==> config.mk <==
export PLATFORM = sky130hd
export DESIGN_NAME = score_bcd_flat
export DESIGN_NICKNAME = d
export VERILOG_FILES = /design/src/rtl/score_bcd_if.sv /design/src/rtl/score_bcd.sv /design/src/flat_wrapper.sv
export SDC_FILE = /design/constraint.sdc
export NUM_CORES = 1
export LEC_CHECK = 0
export CAP_MARGIN = 15
export CORE_ASPECT_RATIO = 0.6
export CORE_MARGIN = 4
export CORE_UTILIZATION = 41
export DETAILED_ROUTE_END_ITERATION = 8
export GPL_TIMING_DRIVEN = 1
export PLACE_DENSITY = 0.69
export SLEW_MARGIN = 20
export SYNTH_ARGS = -nofsm -noshare
export SYNTH_HDL_FRONTEND = slang
export SYNTH_SLANG_ARGS = --single-unit
export TNS_END_PERCENT = 1
==> constraint.sdc <==
create_clock -name clk -period 2.1 [get_ports clk]
set_input_delay 0.42 -clock clk [delete_from_list [all_inputs] [get_ports clk]]
set_output_delay 0.42 -clock clk [all_outputs]
set_load 0.005 [all_outputs]
==> src/rtl/score_bcd_if.sv <==
// Score/display bundle between the game controller and the BCD converter.
// The controller (master) drives the binary score; the converter (slave) returns digits and status.
interface score_bcd_if #(
    parameter int W_IN = 10
);
    logic [W_IN-1:0] score;
    logic [3:0]      dig0;
    logic [3:0]      dig1;
    logic [3:0]      dig2;
    logic            ovf;
    logic            busy;
    logic            updated;

    modport master (
        output score,
        input  dig0, dig1, dig2, ovf, busy, updated
    );

    modport slave (
        input  score,
        output dig0, dig1, dig2, ovf, busy, updated
    );
endinterface

==> src/rtl/score_bcd.sv <==
// Sequential double-dabble binary-to-BCD converter for the three-digit score display.
// Reconverts only when the score changes and saturates at SAT so every digit stays decimal.
module score_bcd #(
    parameter int W_IN = 10,
    parameter int SAT  = 999
) (
    input  logic        clk,
    input  logic        reset,
    score_bcd_if.slave  bus
);

    typedef enum logic [1:0] {
        IDLE,
        CONV,
        UPDATE
    } state_t;

    localparam logic [W_IN-1:0] SAT_V = W_IN'(SAT);

    state_t          state;
    logic [W_IN-1:0] last_score;
    logic [W_IN-1:0] shreg;
    logic [11:0]     bcd;
    logic [10:0]     bcd_adj;
    logic [3:0]      cnt;
    logic            ovf_pend;

    // The hundreds nibble never needs an add-3: a final digit of at most 9 means it is at most 4 before any shift.
    always_comb begin
        bcd_adj = bcd[10:0];
        if (bcd[3:0] >= 4'd5) begin
            bcd_adj[3:0] = bcd[3:0] + 4'd3;
        end
        if (bcd[7:4] >= 4'd5) begin
            bcd_adj[7:4] = bcd[7:4] + 4'd3;
        end
    end

    always_ff @(posedge clk) begin
        if (reset) begin
            state       <= IDLE;
            last_score  <= '0;
            shreg       <= '0;
            bcd         <= '0;
            cnt         <= '0;
            ovf_pend    <= 1'b0;
            bus.dig0    <= '0;
            bus.dig1    <= '0;
            bus.dig2    <= '0;
            bus.ovf     <= 1'b0;
            bus.busy    <= 1'b0;
            bus.updated <= 1'b0;
        end else begin
            bus.updated <= 1'b0;
            case (state)
                IDLE: begin
                    if (bus.score != last_score) begin
                        last_score <= bus.score;
                        shreg      <= (bus.score > SAT_V) ? SAT_V : bus.score;
                        ovf_pend   <= (bus.score > SAT_V);
                        bcd        <= '0;
                        cnt        <= '0;
                        bus.busy   <= 1'b1;
                        state      <= CONV;
                    end
                end
                CONV: begin
                    {bcd, shreg} <= {bcd_adj, shreg, 1'b0};
                    cnt          <= cnt + 4'd1;
                    if (cnt == 4'(W_IN - 1)) begin
                        state <= UPDATE;
                    end
                end
                UPDATE: begin
                    // Digits change only here, so the display never shows a partial conversion.
                    bus.dig0    <= bcd[3:0];
                    bus.dig1    <= bcd[7:4];
                    bus.dig2    <= bcd[11:8];
                    bus.ovf     <= ovf_pend;
                    bus.updated <= 1'b1;
                    bus.busy    <= 1'b0;
                    state       <= IDLE;
                end
                default: begin
                    state    <= IDLE;
                    bus.busy <= 1'b0;
                end
            endcase
        end
    end

endmodule

==> src/flat_wrapper.sv <==
// flat-port wrapper written by rule: the top's interface ports become plain ports
module score_bcd_flat 
#(
    parameter int W_IN = 10,
    parameter int SAT  = 999
)
  (clk, reset, bus_score, bus_dig0, bus_dig1, bus_dig2, bus_ovf, bus_busy, bus_updated);
  score_bcd_if #(.W_IN(W_IN)) bus_i ();
  input  logic clk;
  input  logic reset;
  input wire logic [$bits(bus_i.score)-1:0] bus_score;
  output wire logic [$bits(bus_i.dig0)-1:0] bus_dig0;
  output wire logic [$bits(bus_i.dig1)-1:0] bus_dig1;
  output wire logic [$bits(bus_i.dig2)-1:0] bus_dig2;
  output wire logic [$bits(bus_i.ovf)-1:0] bus_ovf;
  output wire logic [$bits(bus_i.busy)-1:0] bus_busy;
  output wire logic [$bits(bus_i.updated)-1:0] bus_updated;
  assign bus_i.score = bus_score;
  assign bus_dig0 = bus_i.dig0;
  assign bus_dig1 = bus_i.dig1;
  assign bus_dig2 = bus_i.dig2;
  assign bus_ovf = bus_i.ovf;
  assign bus_busy = bus_i.busy;
  assign bus_updated = bus_i.updated;
  score_bcd #(.W_IN(W_IN), .SAT(SAT)) u_core (.clk(clk), .reset(reset), .bus(bus_i));
endmodule
Yosys cells after proc, flatten, opt, wreduce, memory -nomap -nowiden

Index checks and enable logic that the tools add are counted.

Register bits after elaboration: 54
Output and inout port bits: 15
Word-level logic and storage cells: 46

$add $sub $neg: 3
Reductions and logical operators: 6
Equal/unequal tests: 6
Magnitude comparators: 3
Mux-type cells: 15
Bitwise logic cells: 1

Operator list:

| kind                 | count |
|---|---|
| $pmux 12 s2          | 1 |
| $mux 10              | 2 |
| $pmux 10 s2          | 1 |
| $mux 12              | 1 |
| $mux 4               | 3 |
| $gt 10x10->1 const B | 1 |
| $ne 10x10->1         | 1 |
| $add 4x2->4 const B  | 2 |
| $ge 4x3->1 const B   | 2 |
| $pmux 4 s2           | 1 |
| $reduce_and 2->1     | 4 |
| $add 4x1->4 const B  | 1 |
| $eq 4x4->1 const B   | 1 |
| $mux 2               | 2 |
| $ne 2x1->1 const B   | 2 |
| $pmux 2 s2           | 1 |
| $eq 2x1->1 const B   | 1 |
| $eq 2x2->1 const B   | 1 |
| $logic_not 2->1      | 1 |
| $mux 1               | 2 |
| $pmux 1 s2           | 1 |
| $reduce_bool 2->1    | 1 |
| $not 1->1            | 1 |

Longest topological paths before layout

Depth after elaboration: 4
Gate-level depth with buffers: 7

Worst setup path after synthesis

OpenSTA, ideal clock, no wires.

Kind: input-to-reg
Start point: input port bus_score[2]
End point: register u_core.shreg[2]
Data required time: 1.997 ns
Cell stages on the path: 5
Arrival: 1.674 ns
Path slack: 0.323 ns
Path through: xnor2_1 nand4_2 nor3_4 mux2_2 a2111oi_2

Cells in the longest elaborated chain, start to end: 4

RTL lines:

| element                | line               | text |
|---|---|---|
| start: declaration     | flat_wrapper.sv:11 | `input wire logic [$bits(bus_i.score)-1:0] bus_score;` |
| $gt 10x10->1           | score_bcd.sv:59    | `shreg <= (bus.score > SAT_V) ? SAT_V : bus.score;` |
| $mux 10                | score_bcd.sv:59    |  |
| $mux 10                | score_bcd.sv:57    | `if (bus.score != last_score) begin` |
| $pmux 10 s2            | score_bcd.sv:55    | `case (state)` |
| end signal: assignment | score_bcd.sv:59    |  |
| end signal: assignment | score_bcd.sv:68    | `{bcd, shreg} <= {bcd_adj, shreg, 1'b0};` |
| end: declaration       | score_bcd.sv:22    | `logic [W_IN-1:0] shreg;` |

Several ways; a longest one is shown, not always the timed one. The select of a mux whose other input is x is not followed.
A chain may end at the register's enable or synchronous reset.

Final worst setup path

Start point: input port bus_score[6]
End point: register u_core.shreg[2]

The elaborated chain is that of the path after synthesis.

==> results.ini <==
[grt]
grt_busiest_layer = met1
grt_use_total = 0.166
met1_usage = 0.246
grt_pass1_vias = 2038
grt.met2_usage = 0.243
overflow = 0
grt_pass1_wl_um = 9780
antenna_found_initial = 0
grt_max_degree = 23
met3_usage = 0.0409

[floorplanning]
num_io_pins = 27
core_um2 = 5780
placementRows = 21
die_w_um = 109
die_h_um = 68.9
start_util = 0.438
die-area_um2 = 7540

[final_layout]
syn2layout_area_growth_pct = 22.5
final_nets = 354
diodes = 0
design_area_um2 = 3100
drive_gt1_frac = 0.151

[critical_path]
crit_path_start = bus_score[6]
startpoint_type = primary input
crit_chain = clkdlybuf4s50_1 -> xnor2_2 -> nand4_4 -> nor3_4 -> mux2_2 -> a2111oi_2
required_ns = 2.30
rr_startpoint = u_core.last_score[4]$_SDFFE_PP0P_
cp_max_fo = 4
slowest_delay_ns = 0.50
endpoint_kind = flip-flop
cp_slowest_cell = clkdlybuf4s50_1
worstPathArrival_ns = 2.22
critical_path_class = primary input to flip-flop

[power]
total_power_mw = 1.93
peakVddDrop_mv = 0.287
power_density_nw_per_um2 = 621
p_leak_nw = 1.13

[worst_hold_path]
holdCritPathClass = flip-flop to flip-flop
min-delay-start = u_core.bcd[11]$_SDFFE_PP0P_

[clocking]
cts-buffers-inserted = 5
cts-root-buf = clkbuf_8
clk_latency_ns = 0.31
clkSinkCount = 54
ctsHtreeMaxLevel = 2
clkTransAtPathRegs_ns = 0.09
postCtsHoldBufs = 0
cts_buffer_depth = 2
cts_tree = done

[sta]
hold_viol_final = 0
slew_viol_final = 0
fin_skew_ns = 0.00975
worstMarginPinSlew_ns = 0.539
slew_headroom = 0.641
post-route-period-util = 0.960
fmax_mhz = 496
setup_violations = 0
period_minus_slack_ns = 2.02

[yosys]
syn_area_per_cell_um2 = 8.56
synth.distinct_cells = 43
yosys.area.top_type = dfxtp_1
synthArstFlopShare = 0
synth_seq_cells = 54
synth_common_cells = nand2_1, dfxtp_1, a21oi_1
synth_edf_count = 0
synth_ff_type = dfxtp_1
syn_nets = 314
mappedNetlistArea_um2 = 2530
synth.most_common_cell = nand2_1
yosysSeqAreaShare = 0.427
netlist_instances = 296
synthTopCellsByArea = dfxtp_1, nand2_1, a21oi_1
yosys.area.top_type_share = 0.427
synth_warnings = 0

[run]
drv_cap = 0

[placement]
dp_hpwl_um = 4200
portBuffers = 26
routabilityCongestion = 0.807
postPlaceCellArea_um2 = 2990

[detailed_routing]
drt_first_iter_violations = 101
routedWlPerCell_um = 13.8
num_vias = 2142
drt-pass1-iter-count = 4
wirelength_um = 5780
viasPerCell = 5.14
drt.antenna.violating_nets = 0
drc = 0

[outcome]
status = finished, final reports clean

metrics by stage:
stage / setup slack, ns / utilization / instances / TNS (ns) / hold slack (ns)
detailed placement: -0.241 / 0.517 / 408 / -3.44 / 0.446
CTS: 0.0689 / 0.533 / 416 / 0 / 0.460
global placement: -0.177 / 0.517 / 408 / -1.65 / 0.441
global route: -0.00171 / 0.537 / 417 / -0.00171 / 0.485
floorplan: 0.323 / - / 296 / 0 / 0.430
finish: 0.0848 / 0.537 / 417 / 0 / 0.454
registers in the layout, indices dropped and copies added, names as in the netlist:
name,flops
u_core.bus.dig2,4
u_core.bcd,12
u_core.bus.dig1,4
u_core.cnt,4
u_core.bus.updated,1
u_core.bus.busy,1
u_core.shreg,10
u_core.state,2
u_core.ovf_pend,1
u_core.bus.dig0,4
u_core.bus.ovf,1
u_core.last_score,10
final timing paths:
path,to,cells after the start,slack (ns)
max,u_core.shreg[2]$_SDFFE_PP0P_,6,0.08
min,u_core.bus.dig2[3]$_SDFFE_PP0P_,2,0.45
max reg2reg,u_core.shreg[2]$_SDFFE_PP0P_,5,0.39
min reg2reg,u_core.bus.dig2[3]$_SDFFE_PP0P_,2,0.45
worst max-delay path, delay by kind of cell:
| family | cells | cell delay, ns |
|---|---|---|
| AOI/OAI and AO/OA | 1 | 0.28 |
| xor gates and xnor gates | 1 | 0.28 |
| buffers and inverters | 1 | 0.50 |
| muxes | 1 | 0.37 |
| and+or+nand+nor | 2 | 0.37 |
kinds of logic after synthesis:
| family | after synthesis | synth area share |
|---|---|---|
| AOI/OAI and AO/OA | 80 | 0.195 |
| xor gates and xnor gates | 13 | 0.0568 |
| adders and majority gates | 6 | 0.0296 |
| buffers and inverters | 28 | 0.0460 |
| DFF | 54 | 0.427 |
| muxes | 10 | 0.0405 |
| and+or+nand+nor | 105 | 0.206 |
placed cells by master, fill, tap and decap left out, types with 4 or more instances in the layout:
| master | instances |
|---|---|
| nand2b_1 | 9 |
| mux2i_1 | 8 |
| xnor2_2 | 5 |
| nor3_1 | 4 |
| nand2_1 | 57 |
| nand3b_1 | 4 |
| nor2_1 | 13 |
| o21ai_0 | 9 |
| inv_1 | 10 |
| a21oi_1 | 41 |
| xnor2_1 | 7 |
| clkdlybuf4s50_1 | 25 |
| dfxtp_1 | 54 |
| ha_1 | 6 |
| o21ai_1 | 10 |
| buf_4 | 24 |
| clkbuf_8 | 6 |
timing repair:
item | 4_1_cts | 5_1_grt
setup endpoints to repair | 0 | 2
resized for setup | 0 | 3
buffers inserted | 0 | 1
where the power goes:
part | internal (mW) | leakage, nW | switching [mW]
Combinational | 0.117 | 0.637 | 0.129
Sequential | 1.06 | 0.440 | 0.0322
Clock | 0.267 | 0.0482 | 0.324
Total | 1.44 | 1.13 | 0.484
final cells by class:
type | count | area, um^2
Tap cell | 80 | 100
Clock inverter | 1 | 5.00
Sequential cell | 54 | 1080
Timing Repair Buffer | 51 | 447
Fill cell | 567 | 2680
Inverter | 10 | 37.5
Multi-Input combinational cell | 214 | 1350
Clock buffer | 7 | 86.3
layer usage:
| metal | wire (um) | vias up | part of all wire |
|---|---|---|---|
| met5 | 0 | - | 0 |
| met4 | 40 | 0 | 0.0069 |
| met3 | 335 | 8 | 0.058 |
| met2 | 2360 | 36 | 0.41 |
| met1 | 3040 | 1000 | 0.53 |
| li1 | - | 1098 | - |
No activity file was read; power rests on OpenSTA's default activity.
